`src/rtl/uart_loader_if.sv`:
```
// Memory write bus between uart_loader and the bus arbiter.
//   mem_req   : write request, held until granted
//   mem_gnt   : arbiter grant; write completes in the cycle mem_req & mem_gnt
//   mem_addr  : word address, stable while mem_req is high
//   mem_wdata : write data, stable while mem_req is high
interface uart_loader_if;
    localparam int unsigned ADDR_W = 16;
    localparam int unsigned DATA_W = 16;

    logic              mem_req;
    logic              mem_gnt;
    logic [ADDR_W-1:0] mem_addr;
    logic [DATA_W-1:0] mem_wdata;

    modport master (output mem_req, output mem_addr, output mem_wdata, input mem_gnt);
    modport slave  (input mem_req, input mem_addr, input mem_wdata, output mem_gnt);
endinterface

```
`src/rtl/uart_loader.sv`:
```
// Framed program loader: turns UART bytes into 16-bit memory writes.
// Frame: HEADER, ADDR_HI, ADDR_LO, COUNT, COUNT x (WORD_HI, WORD_LO), CSUM.
// Ports:
//   clk_25M, rst_n          : clock, async active-low reset
//   rx_data, rx_ready       : byte and data-ready level from uart_rx (slow domain)
//   bus (master)            : mem_req/mem_gnt/mem_addr/mem_wdata write handshake
//   cpu_halt, busy          : CPU stall while loading, frame in progress
//   done                    : 1-cycle pulse on a frame with good checksum
//   err_csum/overrun/timeout: sticky error flags, cleared by the next HEADER
module uart_loader #(
    parameter logic [7:0]  HEADER         = 8'hA5,
    parameter int unsigned TIMEOUT_CYCLES = 25_000_000
) (
    input  logic          clk_25M,
    input  logic          rst_n,
    input  logic [7:0]    rx_data,
    input  logic          rx_ready,
    uart_loader_if.master bus,
    output logic          cpu_halt,
    output logic          busy,
    output logic          done,
    output logic          err_csum,
    output logic          err_overrun,
    output logic          err_timeout
);
    localparam int unsigned TMO_W = $clog2(TIMEOUT_CYCLES + 1);
    localparam int unsigned CNT_W = 9;

    typedef enum logic [2:0] {
        S_IDLE, S_ADDR_HI, S_ADDR_LO, S_COUNT, S_DATA_HI, S_DATA_LO, S_CSUM
    } state_t;

    state_t             r_state;
    logic [1:0]         r_sync;
    logic               r_prev;
    logic               r_strobe;
    logic [15:0]        r_addr;
    logic [7:0]         r_hi;
    logic [CNT_W-1:0]   r_cnt;
    logic [7:0]         r_csum;
    logic               r_pend;
    logic               r_done_wait;
    logic [15:0]        r_mem_addr;
    logic [15:0]        r_mem_wdata;
    logic               r_done;
    logic               r_err_csum;
    logic               r_err_overrun;
    logic               r_err_timeout;
    logic [TMO_W-1:0]   r_tmo;

    logic               w_grant;
    logic               w_pend_eff;
    logic [7:0]         w_csum_nxt;
    logic               w_tmo_hit;

    // A grant in this cycle frees the write slot before a new word is checked.
    assign w_grant    = r_pend & bus.mem_gnt;
    assign w_pend_eff = r_pend & ~bus.mem_gnt;
    assign w_csum_nxt = r_csum + rx_data;
    assign w_tmo_hit  = (r_state != S_IDLE) && !r_strobe &&
                        (r_tmo == TMO_W'(TIMEOUT_CYCLES - 1));

    always_ff @(posedge clk_25M or negedge rst_n) begin
        if (!rst_n) begin
            r_state       <= S_IDLE;
            r_sync        <= 2'b00;
            r_prev        <= 1'b0;
            r_strobe      <= 1'b0;
            r_addr        <= 16'h0000;
            r_hi          <= 8'h00;
            r_cnt         <= '0;
            r_csum        <= 8'h00;
            r_pend        <= 1'b0;
            r_done_wait   <= 1'b0;
            r_mem_addr    <= 16'h0000;
            r_mem_wdata   <= 16'h0000;
            r_done        <= 1'b0;
            r_err_csum    <= 1'b0;
            r_err_overrun <= 1'b0;
            r_err_timeout <= 1'b0;
            r_tmo         <= '0;
        end else begin
            // Two-flop synchroniser plus registered rising-edge detect.
            r_sync   <= {r_sync[0], rx_ready};
            r_prev   <= r_sync[1];
            r_strobe <= r_sync[1] & ~r_prev;
            r_done   <= 1'b0;

            if (w_grant) begin
                r_pend <= 1'b0;
                if (r_done_wait) begin
                    r_done      <= 1'b1;
                    r_done_wait <= 1'b0;
                end
            end

            // Inter-byte gap counter, only meaningful mid-frame.
            if (r_strobe || r_state == S_IDLE) begin
                r_tmo <= '0;
            end else begin
                r_tmo <= r_tmo + TMO_W'(1);
            end

            if (w_tmo_hit) begin
                r_err_timeout <= 1'b1;
                r_state       <= S_IDLE;
            end else if (r_strobe) begin
                case (r_state)
                    S_IDLE: begin
                        if (rx_data == HEADER) begin
                            r_state       <= S_ADDR_HI;
                            r_csum        <= 8'h00;
                            r_err_csum    <= 1'b0;
                            r_err_overrun <= 1'b0;
                            r_err_timeout <= 1'b0;
                        end
                    end
                    S_ADDR_HI: begin
                        r_addr[15:8] <= rx_data;
                        r_csum       <= w_csum_nxt;
                        r_state      <= S_ADDR_LO;
                    end
                    S_ADDR_LO: begin
                        r_addr[7:0] <= rx_data;
                        r_csum      <= w_csum_nxt;
                        r_state     <= S_COUNT;
                    end
                    S_COUNT: begin
                        // A count byte of zero encodes 256 words.
                        r_cnt   <= (rx_data == 8'h00) ? CNT_W'(256) : CNT_W'(rx_data);
                        r_csum  <= w_csum_nxt;
                        r_state <= S_DATA_HI;
                    end
                    S_DATA_HI: begin
                        r_hi    <= rx_data;
                        r_csum  <= w_csum_nxt;
                        r_state <= S_DATA_LO;
                    end
                    S_DATA_LO: begin
                        r_csum <= w_csum_nxt;
                        if (w_pend_eff) begin
                            r_err_overrun <= 1'b1;
                        end else begin
                            r_mem_addr  <= r_addr;
                            r_mem_wdata <= {r_hi, rx_data};
                            r_pend      <= 1'b1;
                        end
                        // Address advances even for a dropped word.
                        r_addr  <= r_addr + 16'd1;
                        r_cnt   <= r_cnt - CNT_W'(1);
                        r_state <= (r_cnt == CNT_W'(1)) ? S_CSUM : S_DATA_HI;
                    end
                    S_CSUM: begin
                        r_csum  <= w_csum_nxt;
                        r_state <= S_IDLE;
                        if (w_csum_nxt != 8'h00) begin
                            r_err_csum <= 1'b1;
                        end else if (w_pend_eff) begin
                            r_done_wait <= 1'b1;
                        end else begin
                            r_done <= 1'b1;
                        end
                    end
                    default: r_state <= S_IDLE;
                endcase
            end
        end
    end

    assign bus.mem_req   = r_pend;
    assign bus.mem_addr  = r_mem_addr;
    assign bus.mem_wdata = r_mem_wdata;
    assign busy          = (r_state != S_IDLE);
    assign cpu_halt      = (r_state != S_IDLE) | r_pend;
    assign done          = r_done;
    assign err_csum      = r_err_csum;
    assign err_overrun   = r_err_overrun;
    assign err_timeout   = r_err_timeout;
endmodule

```
`src/flat_wrapper.sv`:
```
// flat-port wrapper written by rule: the top's interface ports become plain ports
module uart_loader_flat 
#(
    parameter logic [7:0]  HEADER         = 8'hA5,
    parameter int unsigned TIMEOUT_CYCLES = 25_000_000
)
  (clk_25M, rst_n, rx_data, rx_ready, cpu_halt, busy, done, err_csum, err_overrun, err_timeout, bus_mem_req, bus_mem_addr, bus_mem_wdata, bus_mem_gnt);
  uart_loader_if bus_i ();
  input  logic clk_25M;
  input  logic rst_n;
  input  logic [7:0] rx_data;
  input  logic rx_ready;
  output logic cpu_halt;
  output logic busy;
  output logic done;
  output logic err_csum;
  output logic err_overrun;
  output logic err_timeout;
  output wire logic [$bits(bus_i.mem_req)-1:0] bus_mem_req;
  output wire logic [$bits(bus_i.mem_addr)-1:0] bus_mem_addr;
  output wire logic [$bits(bus_i.mem_wdata)-1:0] bus_mem_wdata;
  input wire logic [$bits(bus_i.mem_gnt)-1:0] bus_mem_gnt;
  assign bus_mem_req = bus_i.mem_req;
  assign bus_mem_addr = bus_i.mem_addr;
  assign bus_mem_wdata = bus_i.mem_wdata;
  assign bus_i.mem_gnt = bus_mem_gnt;
  uart_loader #(.HEADER(HEADER), .TIMEOUT_CYCLES(TIMEOUT_CYCLES)) u_core (.clk_25M(clk_25M), .rst_n(rst_n), .rx_data(rx_data), .rx_ready(rx_ready), .bus(bus_i), .cpu_halt(cpu_halt), .busy(busy), .done(done), .err_csum(err_csum), .err_overrun(err_overrun), .err_timeout(err_timeout));
endmodule
```
`config.mk`:
```
export PLATFORM = sky130hd
export DESIGN_NAME = uart_loader_flat
export DESIGN_NICKNAME = d
export VERILOG_FILES = /design/src/rtl/uart_loader_if.sv /design/src/rtl/uart_loader.sv /design/src/flat_wrapper.sv
export SDC_FILE = /design/constraint.sdc
export NUM_CORES = 1
export LEC_CHECK = 0
export ABC_AREA = 1
export CAP_MARGIN = 20
export CORE_MARGIN = 2
export CORE_UTILIZATION = 58
export CTS_CLUSTER_SIZE = 25
export DETAILED_ROUTE_END_ITERATION = 8
export PLACE_DENSITY_LB_ADDON = 0.3
export SLEW_MARGIN = 10
export SYNTH_ARGS = -nofsm -noshare
export SYNTH_HDL_FRONTEND = slang
export SYNTH_SLANG_ARGS = --single-unit
export TNS_END_PERCENT = 50
```
`constraint.sdc`:
```
create_clock -name clk_25M -period 2.15 [get_ports clk_25M]
set_input_delay 0.3225 -clock clk_25M [delete_from_list [all_inputs] [get_ports clk_25M]]
set_output_delay 0.3225 -clock clk_25M [all_outputs]
set_load 0.01 [all_outputs]
```
==> impl_metrics.json <==
{
  "syn_inst": 706,
  "clk_pin_slew_ns": 0.10,
  "yosysWarnings": 0,
  "ant_nets": 0,
  "nets": 807,
  "synthArstFlopShare_pct": 100.0,
  "fin_crit_sh_pct": 92.67,
  "die_y_um": 103.8,
  "ctsRootBufferMaster": "clkbuf_8",
  "worst_ir_drop_vdd_mv": 0.6640,
  "die_area_um2": 10780,
  "synth_cell_types": 43,
  "synth-xor-area-share_pct": 2.425,
  "rows": 36,
  "numCtsBuffers": 9,
  "rsz0062_at_grt": "no",
  "area_delta_synth_final_pct": 17.76,
  "maxSlewViolCount": 0,
  "drc": 0,
  "first_pass_iters": 5,
  "hp-class": "flop to flop",
  "whs_ns": 0.3604,
  "power.density_nw_per_um2": 1117,
  "synth_area_um2": 5778,
  "clock_path_buffers": 2,
  "fin_crit_ns": 1.992,
  "place_hpwl_mm": 10.02,
  "synth_adder_area_share_pct": 3.595,
  "preCtsSetupSlack_ns": -0.1765,
  "yosys.area_share.simple_pct": 22.59,
  "totalWireLength_mm": 13.56,
  "synth_top_family_by_area": "simple AND/OR/NAND/NOR gates",
  "synth_compound_area_share_pct": 12.65,
  "slew_headroom_pct": 67.35,
  "htree_levels": 3,
  "grt_max_degree": 36,
  "gp_congestion": 0.9192,
  "cts_num_sinks": 111,
  "first_iter_violations": 260,
  "postSynthAreaPerCell_um2": 8.184,
  "crit_path_end_kind": "flop",
  "drive_above_1_share_pct": 9.439,
  "maxCapViolations": 0,
  "die_w_um": 103.8,
  "post-route-util_pct": 69.93,
  "p_total_w": 0.007601,
  "vias_per_cell": 5.491,
  "synth.top_cell.area_share_pct": 48.07,
  "antenna_found_initial": 0,
  "core_um2": 9729,
  "critPathLaunchType": "flop",
  "tightest_slew_ns": 0.4885,
  "hold_viol": 0,
  "grt_pass1_vias": 4999,
  "num_antenna_cells": 0,
  "globalRouteOverflowTotal": 0,
  "numPortBuffers": 50,
  "crit_required_ns": 2.44,
  "synth.area.top_cells": "dfrtp_1 (48%), nand2_1 (9.7%), o21ai_0 (7.5%)",
  "setup_viol": 0,
  "fin_worst_skew_ns": 0.01298,
  "crit_arrival_ns": 2.28,
  "tritoncts": "done",
  "setup_slack_ns": 0.1577,
  "leakage_nw": 3.275,
  "tns_ns": 0,
  "synth_top_area_cell": "dfrtp_1",
  "yosysSeqAreaShare_pct": 48.07,
  "ys_ff_latch": 111,
  "insertion_delay_ns": 0.39,
  "synth_fp_nets": 734,
  "synth_mux_area_share_pct": 2.512,
  "boundaryPins": 51,
  "worstPathMaxFanout": 33,
  "path_class": "flop to flop",
  "regToRegSetupSlack_ns": 0.16,
  "final_common_cell": "nand2_1",
  "final_cell_mix": "nand2_1 (150), dfrtp_1 (110), inv_1 (97)",
  "synth_edf_count": 0,
  "outcome": "complete, no violations",
  "synthFlopType": "dfrtp_1",
  "via_count": 5035,
  "start_util_pct": 59.39,
  "grt_pass1_wl_mm": 23.58,
  "routedWlPerCell_um": 14.79,
  "fmax_ghz": 0.5019,
  "track_usage_pct": 27.26
}
[logic make-up after synthesis]
kind of cell,after synthesis
multiplexers,11
buffers and inverters,115
XOR/XNOR,16
adder cells (fa/ha/maj),16
flip-flops,111
AO/OA/AOI/OAI,136
AND/OR/NAND/NOR,301
[final timing paths]
kind,to,cells after the start,startpoint
worst max-delay path,u_core.bus.mem_addr[3],8,u_core.r_state[0]
worst min-delay path,u_core.r_sync[1],0,u_core.r_sync[0]
worst max register to register,u_core.bus.mem_addr[3],8,u_core.r_state[0]
worst min register to register,u_core.r_sync[1],0,u_core.r_sync[0]
max in group asynchronous,u_core.r_tmo[12],3,rst_n
min in group asynchronous,u_core.r_addr[6],2,rst_n
[critical path: stages (launching register included)]
cell      delay (ns)
dfrtp_1         0.41
buf_4           0.15
ha_1            0.24
nand2_4         0.14
clkinv_4        0.11
nand3_4         0.35
buf_4           0.30
nand2_1         0.08
o21ai_0         0.10
[metrics by stage]
stage,area (µm²),instances
after floorplan,5778,706
after global placement,6538,896
after detailed placement,6538,896
after CTS,6804,917
after global routing,6804,917
final,6804,917
[cell type report]
| class | count | area (µm²) |
|---|---|---|
| repair buffers | 76 | 716.9 |
| flip-flops and latches | 111 | 2779 |
| clock inverters | 7 | 105.1 |
| multi-input cells | 480 | 2529 |
| fillers | 815 | 2925 |
| well taps | 133 | 166.4 |
| clock buffers | 9 | 123.9 |
| inverters | 101 | 384.1 |
[routing by layer]
metal  track usage, %  vias up  wire length, µm
li1                 -     2447                -
met1            35.10     2387             5716
met2            46.10      168             6770
met3            5.223       33              722
met4            9.846        0              352
met5                0        -                0
[registers in the layout (all words and copies together), names as in the netlist]
signal and cells:
u_core.r_tmo 25, u_core.bus.mem_addr 16, u_core.bus.mem_wdata 16, u_core.r_addr 16, u_core.r_cnt 9, u_core.r_csum 8, u_core.r_hi 8, u_core.r_state 3
u_core.r_sync 2, u_core.bus.mem_req 1, u_core.done 1, u_core.err_csum 1, u_core.err_overrun 1, u_core.err_timeout 1, u_core.r_done_wait 1, u_core.r_prev 1
u_core.r_strobe 1
[report_power, final]
part           total, W  switching [W]  internal (W)
Sequential      0.00316       0.000472       0.00269
Combinational   0.00302        0.00172       0.00130
Clock           0.00141       0.000741      0.000674
Total           0.00760        0.00293       0.00467
[synth_stat cells, drive strengths merged, types with 2 or more instances]
cell type / count
a31oi: 8
o211ai: 2
xor2: 11
nor2: 72
ha: 15
nand3: 45
clkbuf: 4
o21ai: 88
nand2: 156
a22oi: 3
inv: 100
buf: 10
xnor2: 5
mux2: 10
a21oi: 31
nor3: 12
nor4: 2
nand4: 12
dfrtp: 111
[timing repair]
item	4_1_cts	5_1_grt
endpoints found under the hold margin	31	0
setup endpoints to repair	2	0
setup buffers	4	0
resized for setup	3	0
hold buffers	1	0
Power figures use the tool's default switching activity.
